<file path="config.mk">
export PLATFORM = sky130hd
export DESIGN_NAME = multicycle_ctrl
export DESIGN_NICKNAME = d
export VERILOG_FILES = /design/src/rtl/riscv_ctrl_pkg.sv /design/src/rtl/immsrc_dec.sv /design/src/rtl/multicycle_ctrl.sv
export SDC_FILE = /design/constraint.sdc
export NUM_CORES = 1
export LEC_CHECK = 0
export ABC_AREA = 1
export CORE_MARGIN = 2
export CORE_UTILIZATION = 34
export DETAILED_ROUTE_END_ITERATION = 8
export GPL_ROUTABILITY_DRIVEN = 0
export PLACE_DENSITY = 0.85
export SLEW_MARGIN = 15
export SYNTH_ARGS = -nofsm -noshare
export SYNTH_HDL_FRONTEND = slang
export SYNTH_SLANG_ARGS = --single-unit
export TNS_END_PERCENT = 10
</file>
<file path="constraint.sdc">
create_clock -name clk -period 1.08 [get_ports clk]
set_input_delay 0.108 -clock clk [delete_from_list [all_inputs] [get_ports clk]]
set_output_delay 0.108 -clock clk [all_outputs]
set_load 0.01 [all_outputs]
</file>
<file path="src/rtl/riscv_ctrl_pkg.sv">
// Shared types and constants for the multicycle RISC-V control unit:
// FSM state encoding, opcode values and datapath select encodings.
package riscv_ctrl_pkg;

  localparam int unsigned OP_W  = 7;
  localparam int unsigned SEL_W = 2;
  localparam int unsigned ENC_W = 4;

  typedef enum logic [ENC_W-1:0] {
    S_FETCH    = 4'd0,
    S_DECODE   = 4'd1,
    S_MEMADR   = 4'd2,
    S_MEMREAD  = 4'd3,
    S_MEMWB    = 4'd4,
    S_MEMWRITE = 4'd5,
    S_EXECR    = 4'd6,
    S_EXECI    = 4'd7,
    S_ALUWB    = 4'd8,
    S_BEQ      = 4'd9,
    S_JAL      = 4'd10,
    S_HALT     = 4'd11
  } state_e;

  // Opcodes
  localparam logic [OP_W-1:0] OP_LW  = 7'b0000011;
  localparam logic [OP_W-1:0] OP_SW  = 7'b0100011;
  localparam logic [OP_W-1:0] OP_R   = 7'b0110011;
  localparam logic [OP_W-1:0] OP_I   = 7'b0010011;
  localparam logic [OP_W-1:0] OP_BEQ = 7'b1100011;
  localparam logic [OP_W-1:0] OP_JAL = 7'b1101111;

  // ALU operand A select
  localparam logic [SEL_W-1:0] SRCA_PC    = 2'b00;
  localparam logic [SEL_W-1:0] SRCA_OLDPC = 2'b01;
  localparam logic [SEL_W-1:0] SRCA_RD1   = 2'b10;

  // ALU operand B select
  localparam logic [SEL_W-1:0] SRCB_RD2   = 2'b00;
  localparam logic [SEL_W-1:0] SRCB_IMM   = 2'b01;
  localparam logic [SEL_W-1:0] SRCB_FOUR  = 2'b10;

  // Result select
  localparam logic [SEL_W-1:0] RES_ALUOUT = 2'b00;
  localparam logic [SEL_W-1:0] RES_DATA   = 2'b01;
  localparam logic [SEL_W-1:0] RES_ALURES = 2'b10;

  // ALU operation class
  localparam logic [SEL_W-1:0] ALUOP_ADD   = 2'b00;
  localparam logic [SEL_W-1:0] ALUOP_SUB   = 2'b01;
  localparam logic [SEL_W-1:0] ALUOP_FUNCT = 2'b10;

  // Immediate format
  localparam logic [SEL_W-1:0] IMM_I = 2'b00;
  localparam logic [SEL_W-1:0] IMM_S = 2'b01;
  localparam logic [SEL_W-1:0] IMM_B = 2'b10;
  localparam logic [SEL_W-1:0] IMM_J = 2'b11;

endpackage

</file>
<file path="src/rtl/immsrc_dec.sv">
// Immediate-format decoder: maps the opcode to the ImmSrc select.
// Ports: op_i (opcode), imm_src_o (immediate format select, combinational).
module immsrc_dec
  import riscv_ctrl_pkg::*;
(
  input  logic [OP_W-1:0]  op_i,
  output logic [SEL_W-1:0] imm_src_o
);

  always_comb begin
    imm_src_o = IMM_I;
    case (op_i)
      OP_SW:   imm_src_o = IMM_S;
      OP_BEQ:  imm_src_o = IMM_B;
      OP_JAL:  imm_src_o = IMM_J;
      default: imm_src_o = IMM_I;
    endcase
  end

endmodule

</file>
<file path="src/rtl/multicycle_ctrl.sv">
// Multicycle RISC-V control FSM (lw, sw, R, I, beq, jal) with optional
// memory handshake and an optional sticky halt on illegal opcodes.
// Ports:
//   clk, rst            clock, synchronous active-high reset
//   op, mem_ready       opcode, memory access done this cycle
//   PCUpdate..Branch    write strobes (gated by rst and mem_ready in FETCH)
//   AdrSrc, ALUSrcA/B, ResultSrc, ALUOp, ImmSrc   datapath selects
//   halted              high while in HALT
//   state_dbg           current state, debug only
module multicycle_ctrl
  import riscv_ctrl_pkg::*;
#(
  parameter bit          MEM_HANDSHAKE = 1'b1,
  parameter bit          ILLEGAL_HALT  = 1'b1,
  parameter int unsigned STATE_W       = 4
) (
  input  logic               clk,
  input  logic               rst,
  input  logic [6:0]         op,
  input  logic               mem_ready,
  output logic               PCUpdate,
  output logic               IRWrite,
  output logic               RegWrite,
  output logic               MemWrite,
  output logic               Branch,
  output logic               AdrSrc,
  output logic [1:0]         ALUSrcA,
  output logic [1:0]         ALUSrcB,
  output logic [1:0]         ResultSrc,
  output logic [1:0]         ALUOp,
  output logic [1:0]         ImmSrc,
  output logic               halted,
  output logic [STATE_W-1:0] state_dbg
);

  state_e state_q, state_d;
  logic   mem_rdy_c;

  // Without the handshake every access completes in one cycle.
  assign mem_rdy_c = MEM_HANDSHAKE ? mem_ready : 1'b1;

  // State register
  always_ff @(posedge clk) begin
    if (rst) state_q <= S_FETCH;
    else     state_q <= state_d;
  end

  // Next-state logic
  always_comb begin
    state_d = state_q;
    case (state_q)
      S_FETCH:    if (mem_rdy_c) state_d = S_DECODE;
      S_DECODE: begin
        case (op)
          OP_LW, OP_SW: state_d = S_MEMADR;
          OP_R:         state_d = S_EXECR;
          OP_I:         state_d = S_EXECI;
          OP_BEQ:       state_d = S_BEQ;
          OP_JAL:       state_d = S_JAL;
          default:      state_d = ILLEGAL_HALT ? S_HALT : S_FETCH;
        endcase
      end
      S_MEMADR:   state_d = (op == OP_LW) ? S_MEMREAD : S_MEMWRITE;
      S_MEMREAD:  if (mem_rdy_c) state_d = S_MEMWB;
      S_MEMWRITE: if (mem_rdy_c) state_d = S_FETCH;
      S_EXECR, S_EXECI, S_JAL: state_d = S_ALUWB;
      S_MEMWB, S_ALUWB, S_BEQ: state_d = S_FETCH;
      S_HALT:     state_d = S_HALT;
      default:    state_d = S_FETCH;
    endcase
  end

  // Output decode; reset overrides the current state with FETCH selects and no strobes.
  always_comb begin
    PCUpdate  = 1'b0;
    IRWrite   = 1'b0;
    RegWrite  = 1'b0;
    MemWrite  = 1'b0;
    Branch    = 1'b0;
    AdrSrc    = 1'b0;
    ALUSrcA   = SRCA_PC;
    ALUSrcB   = SRCB_RD2;
    ResultSrc = RES_ALUOUT;
    ALUOp     = ALUOP_ADD;
    if (rst) begin
      ALUSrcB   = SRCB_FOUR;
      ResultSrc = RES_ALURES;
    end else begin
      case (state_q)
        S_FETCH: begin
          ALUSrcB   = SRCB_FOUR;
          ResultSrc = RES_ALURES;
          IRWrite   = mem_rdy_c;
          PCUpdate  = mem_rdy_c;
        end
        S_DECODE: begin
          ALUSrcA = SRCA_OLDPC;
          ALUSrcB = SRCB_IMM;
        end
        S_MEMADR: begin
          ALUSrcA = SRCA_RD1;
          ALUSrcB = SRCB_IMM;
        end
        S_MEMREAD: AdrSrc = 1'b1;
        S_MEMWB: begin
          ResultSrc = RES_DATA;
          RegWrite  = 1'b1;
        end
        S_MEMWRITE: begin
          AdrSrc   = 1'b1;
          MemWrite = 1'b1;
        end
        S_EXECR: begin
          ALUSrcA = SRCA_RD1;
          ALUOp   = ALUOP_FUNCT;
        end
        S_EXECI: begin
          ALUSrcA = SRCA_RD1;
          ALUSrcB = SRCB_IMM;
          ALUOp   = ALUOP_FUNCT;
        end
        S_ALUWB: RegWrite = 1'b1;
        S_BEQ: begin
          ALUSrcA = SRCA_RD1;
          ALUOp   = ALUOP_SUB;
          Branch  = 1'b1;
        end
        S_JAL: begin
          ALUSrcA  = SRCA_OLDPC;
          ALUSrcB  = SRCB_FOUR;
          PCUpdate = 1'b1;
        end
        default: ;
      endcase
    end
  end

  assign halted    = (state_q == S_HALT);
  assign state_dbg = STATE_W'(state_q);

  immsrc_dec u_immsrc_dec (
    .op_i      (op),
    .imm_src_o (ImmSrc)
  );

endmodule

</file>
# Word-level counts from Yosys, hierarchy flattened

Index checks and enable logic that the tools add are counted.

Equal/unequal tests: 20
Multiplexer cells: 27
Reduce and logical (&&, ||, !) cells: 11

Operators with widths:

| kind                                                            | count |
|---|---|
| 4-bit case mux with 7 select lines                              | 1 |
| 4-bit case mux with 5 select lines                              | 1 |
| 4-bit by 3-bit == test with 1-bit output, second input constant | 4 |
| 4-bit == test, second input constant                            | 4 |
| 2-bit case mux with 2 select lines                              | 4 |
| 7-bit by 6-bit == test with 1-bit output, second input constant | 2 |
| 7-bit == test, second input constant                            | 2 |
| 4-bit 2-to-1 mux                                                | 3 |
| 2-bit OR reduction                                              | 6 |
| 1-bit 2-to-1 mux                                                | 11 |
| 4-bit by 2-bit == test with 1-bit output, second input constant | 2 |
| 2-bit 2-to-1 mux                                                | 4 |
| 7-bit by 2-bit == test with 1-bit output, second input constant | 1 |
| 7-bit by 5-bit == test with 1-bit output, second input constant | 1 |
| 2-bit != test, second input constant                            | 3 |
| 2-bit case mux with 3 select lines                              | 1 |
| 3-bit OR reduction                                              | 2 |
| 4-bit by 1-bit == test with 1-bit output, second input constant | 1 |
| 4-bit zero test                                                 | 1 |
| 4-bit OR reduction                                              | 1 |
| 3-bit 2-to-1 mux                                                | 1 |
| 3-bit AND reduction                                             | 1 |
| 1-bit case mux with 2 select lines                              | 1 |

Bits in registers: 4
Input bits: 10
Output and inout bits: 21
Logic and storage cells: 59

# Logic depth before layout (Yosys ltp)

Gate-level depths: netlist of the first run.

Word-level depth: 4
Depth in mapped cells: 10
Mapped depth without buffers: 10

# Hierarchy

Synthesis of the first run repeated with hierarchy kept, for this count alone.

Cell total of the unflattened synthesis: 108
Area total of the unflattened synthesis: 544.3 sq um

Modules (own cells, without submodules):

| module          | times used | cells an instance | area each (sq um) | sequential area each (sq um) |
|---|---|---|---|---|
| multicycle_ctrl | 1          | 91                | 475.5             | 80.1 |
| immsrc_dec      | 1          | 17                | 68.8              | 0.0 |

# Worst setup path before layout of the first run

Ideal clock, no wire load.

Path type: reg2out
Start point: register state_q[1] (netlist: state_dbg[1])
End point: output ALUSrcA[0]
Data arrival time: 1.136 ns
Required time: 0.972 ns
Slack: -0.164 ns
Stages on the path, launching flop included: 5
Path buffers: 0
Path through: dfxtp_1 inv_1 nor2_2 nand2_1 o21ai_0

Cells in the longest elaborated chain, start to end: 4
Elaborated cells between the ends (all ways): 10
Those cells by class: eq/ne (6); mux (2); reduce/logical (2)

RTL lines:

| element                                                                   | line                  | source |
|---|---|---|
| start: declaration                                                        | multicycle_ctrl.sv:36 | `state_e state_q, state_d;` |
| start signal: assignment                                                  | multicycle_ctrl.sv:45 | `else state_q <= state_d;` |
| 4-bit == test, or another cell as far along                               | multicycle_ctrl.sv:89 | `case (state_q)` |
| 4-bit OR reduction (no line) / 2-bit OR reduction (equally long branches) | --                    |  |
| 2-bit case mux with 2 select lines (*)                                    | multicycle_ctrl.sv:89 |  |
| 2-bit 2-to-1 mux (*)                                                      | multicycle_ctrl.sv:85 | `if (rst) begin` |
| end: declaration                                                          | multicycle_ctrl.sv:27 | `output logic [1:0] ALUSrcA,` |

Mark *: on every way between the ends. The rest lies on a longest branch, timed or not.

# Worst setup path in the final report of the first run

Start point: register state_q[0] (netlist: state_dbg[0])
End point: output ALUSrcA[1]

Same word-level chain as after synthesis.

==> results of run 1 <==
[cell families (layout without fill, tap and decap cells)]
logic type             after synthesis  count (layout)  synth area share
AOI/OAI and AO/OA                   13              13            0.1284
DFF                                  4               4            0.1441
buffers and inverters               17              85            0.1148
and+or+nand+nor                     69              69            0.6126
[layer usage]
metal	vias to the layer above	share of wire
met4	0	0.028
met2	42	0.50
met1	451	0.42
li1	470	-
met3	8	0.055
met5	-	0
[critical path, cell delays in order, from the launching register on]
cell and delay, ns:
dfxtp_4 0.40, inv_2 0.09, nor2_4 0.17, nand2_2 0.10, a31oi_1 0.16, buf_2 0.15
[cell type report]
class,instances,area share
Clock buffer,3,0.01903
Inverter,16,0.05285
Multi-Input combinational cell,82,0.4165
Sequential cell,4,0.08034
Tap cell,16,0.01691
Timing Repair Buffer,66,0.4144
[through the flow]
stage                TNS, ns  setup slack [ns]  hold slack (ns)  utilization
finish                -5.111           -0.3403           0.5103       0.7767
global route          -6.594           -0.4374           0.5540       0.7767
CTS                   -4.420           -0.2830           0.5005       0.7578
detailed placement    -8.879           -0.6007           0.6305       0.7167
global placement      -8.225           -0.5445           0.6216       0.7167
floorplan           -0.04164          -0.03046           0.2529            -
[how the worst max path moves through the flow]
stage                                      to                       from  cells after the start
finish                             ALUSrcA[1]  state_dbg[0]$_SDFFE_PP0P_                      5
CTS                                ALUSrcA[1]  state_dbg[1]$_SDFFE_PP0P_                      5
detailed placement                  ImmSrc[0]                      op[3]                      6
global route                       ALUSrcA[0]  state_dbg[2]$_SDFFE_PP0P_                      6
global placement                    ImmSrc[0]                      op[3]                      6
floorplan           state_dbg[2]$_SDFFE_PP0P_  state_dbg[0]$_SDFFE_PP0P_                      9
[cell usage in the layout (no fill, tap or decap), types with 2 or more instances in the layout]
cell type | netlist | routed
o21ai_1 | 0 | 2
clkdlybuf4s50_1 | 0 | 4
dfxtp_4 | 0 | 4
nand2_1 | 32 | 25
nor2_4 | 1 | 6
dlygate4sd2_1 | 0 | 6
clkdlybuf4s15_2 | 0 | 2
o21ai_2 | 0 | 3
nand2_2 | 5 | 11
a21oi_1 | 5 | 3
inv_1 | 15 | 8
a31oi_1 | 2 | 2
clkbuf_4 | 0 | 3
inv_2 | 1 | 7
nand3_1 | 7 | 7
buf_4 | 0 | 35
nand3_2 | 2 | 2
nor2_1 | 13 | 9
nor3_4 | 2 | 2
a21oi_2 | 1 | 3
buf_6 | 0 | 2
nor2_2 | 4 | 3
buf_2 | 0 | 14
clkbuf_2 | 0 | 2
[where the power goes]
part           total [W]  switching [W]  internal (W)
combinational    0.00197        0.00101      0.000957
sequential      0.000372       0.000134      0.000237
clock           0.000182      0.0000577      0.000124
total            0.00252        0.00121       0.00132
[Yosys cell counts]
cell / instances
nor2_4: 1
buf_1: 1
inv_2: 1
a21oi_1: 5
nor3_4: 2
nand3_2: 2
nor2_1: 13
nand2_1: 32
a21oi_2: 1
nor2_2: 4
a31oi_1: 2
dfxtp_1: 4
o21ai_0: 5
nor3_1: 2
nand3_1: 7
nand4_1: 1
inv_1: 15
nand2_2: 5
[what timing repair did]
action | CTS | global route
endpoints found under the setup margin | 25 | 23
endpoints found under the hold margin | 0 | 0
gates resized for setup | 102 | 15
pin swaps | 11 | 4
buffers inserted | 8 | 0
==> results by group, run 1 <==
Cells and area
  • Fill cell count: approximately 110
  • Sequential Area: roughly 95 um2
  • Layout cells sized above 1: 0.5965
  • Max reg flops: 4
  • Final net count: approximately 180
  • Layout area overhead: 113.1%
  • Fin area: around 0.0012 mm2
  • Area taken by multi-input logic gates: roughly 490 um2
  • Non-Filler Instances: 187
  • Diode count: 0

Detailed routing
  • Wirelength, routed: roughly 2.5 mm
  • DRT iter0 DRCs: 31
  • Vias: 971
  • Routed length per instance: around 13 um
  • DRC violations left: 0
  • Post-route antenna net violation count: 0
  • Via density: roughly 5.2
  • Drt pass-1 iters: 4

Worst setup path
  • WP data required: slightly below 1 ns
  • Reg-to-reg endpoint: state_dbg[2]$_SDFFE_PP0P_
  • CP arrival: approximately 1.3 ns
  • R2r startpoint: state_dbg[2]$_SDFFE_PP0P_
  • CP endpoint kind: output pin
  • Worst Reg-to-Reg Cells: 10
  • Crit start category: register
  • Reg-to-reg slack, setup: -0.29 ns
  • Setup Crit Path Kind: reg2out
  • Max FO, Critical Path: 5

Clock tree
  • Clk root buf: clkbuf_4
  • Hold_buf cts: 0
  • TritonCTS Buffers: 3
  • H-tree Lvls: 1
  • Clk slew on worst S/H paths: around 0.03 ns
  • Sink Count: 4
  • CTS Buffer Depth: 2
  • Latest clock arrival within the worst-skew pair: approximately 0.24 ns
  • CTS tree: yes

Floorplanning
  • I/O pins: 31
  • Die area: 0.001973 mm2
  • Core Area: 0.001524 mm2
  • Starting density of the core: 0.3645
  • Die Y: 44.42 um
  • # rows: 14
  • Die span in x: roughly 44 um

Run status
  • Outcome: finished, violations left
  • Failing checks: negative setup slack

Global route
  • GRT Residual Overflow: 0
  • Grt met3 use: 0.02857
  • GR Util met1: 0.3481
  • First-pass GRT wire length: between 4 and 5 mm
  • Pin count of the biggest net entering global routing: 13
  • Initial antenna violation count: 0
  • Global-route met2 utilization: 0.5000
  • Vias in the first global route: between 900 and 1,000
  • Total track usage: 0.2882
  • GR peak layer: met2

Synth
  • Unique masters post-synth: 18
  • Sequential share of the synthesized area: 0.1441
  • Top-area cell type share of the netlist area: 0.2162
  • Largest cells by area after synthesis: nand2_1 22%, dfxtp_1 14%, inv_1 10%
  • Avg Synthesized Cell Area: 5.394 um2
  • Yosys reg bits: 4
  • Synth area leader: nand2_1
  • Ys Warns: 0
  • Cell Area, Synth: around 560 um2
  • Post-synthesis cell count: approximately 100
  • Net Count, Synth: around 110

Power
  • Pwr Total: 0.002525 W
  • PD cells: about 2100 mW/mm2
  • VDD IR max: 0.001536 V
  • P_leak: ~0.65 nW

Timing
  • RSZ-0062 raised after global routing: yes
  • Final min period: between 1 and 1.5 ns
  • Clk_skew: around 0.0014 ns
  • Worst setup margin: -0.3403 ns
  • Final Max Tran Viols: 0
  • Final hold vios: 0
  • Number of setup violations in the final report: 21
  • Max_slew headroom: 0.8142
  • Worst Tran Pin Value: 0.2765 ns
  • Maximum clock rate: between 700 and 800 MHz
  • Final worst-path cycle share: 1.315

Hold path
  • Worst Hold Depth: 6
  • Min-Delay Path Class: in2reg
  • Worst hold path endpoint: state_dbg[2]$_SDFFE_PP0P_
  • Hold Path Origin: op[4]

Flow run
  • MaxCap Viol Count: 0

Placement
  • Placed cells: roughly 180
  • Port bufs: 30
  • Post-DP HPWL: around 1.6 mm
  • Placed Area: around 0.0011 mm2
Power figures use the tool's default switching activity.
==> run 2, diff against run 1 <==
--- a/config.mk
+++ b/config.mk
@@ -11,7 +11,6 @@
 export DETAILED_ROUTE_END_ITERATION = 8
 export GPL_ROUTABILITY_DRIVEN = 0
 export PLACE_DENSITY = 0.85
-export SLEW_MARGIN = 15
 export SYNTH_ARGS = -nofsm -noshare
 export SYNTH_HDL_FRONTEND = slang
 export SYNTH_SLANG_ARGS = --single-unit
==> results of run 2 <==
No change in the layout: final DEF, timing and power equal those of run 1.
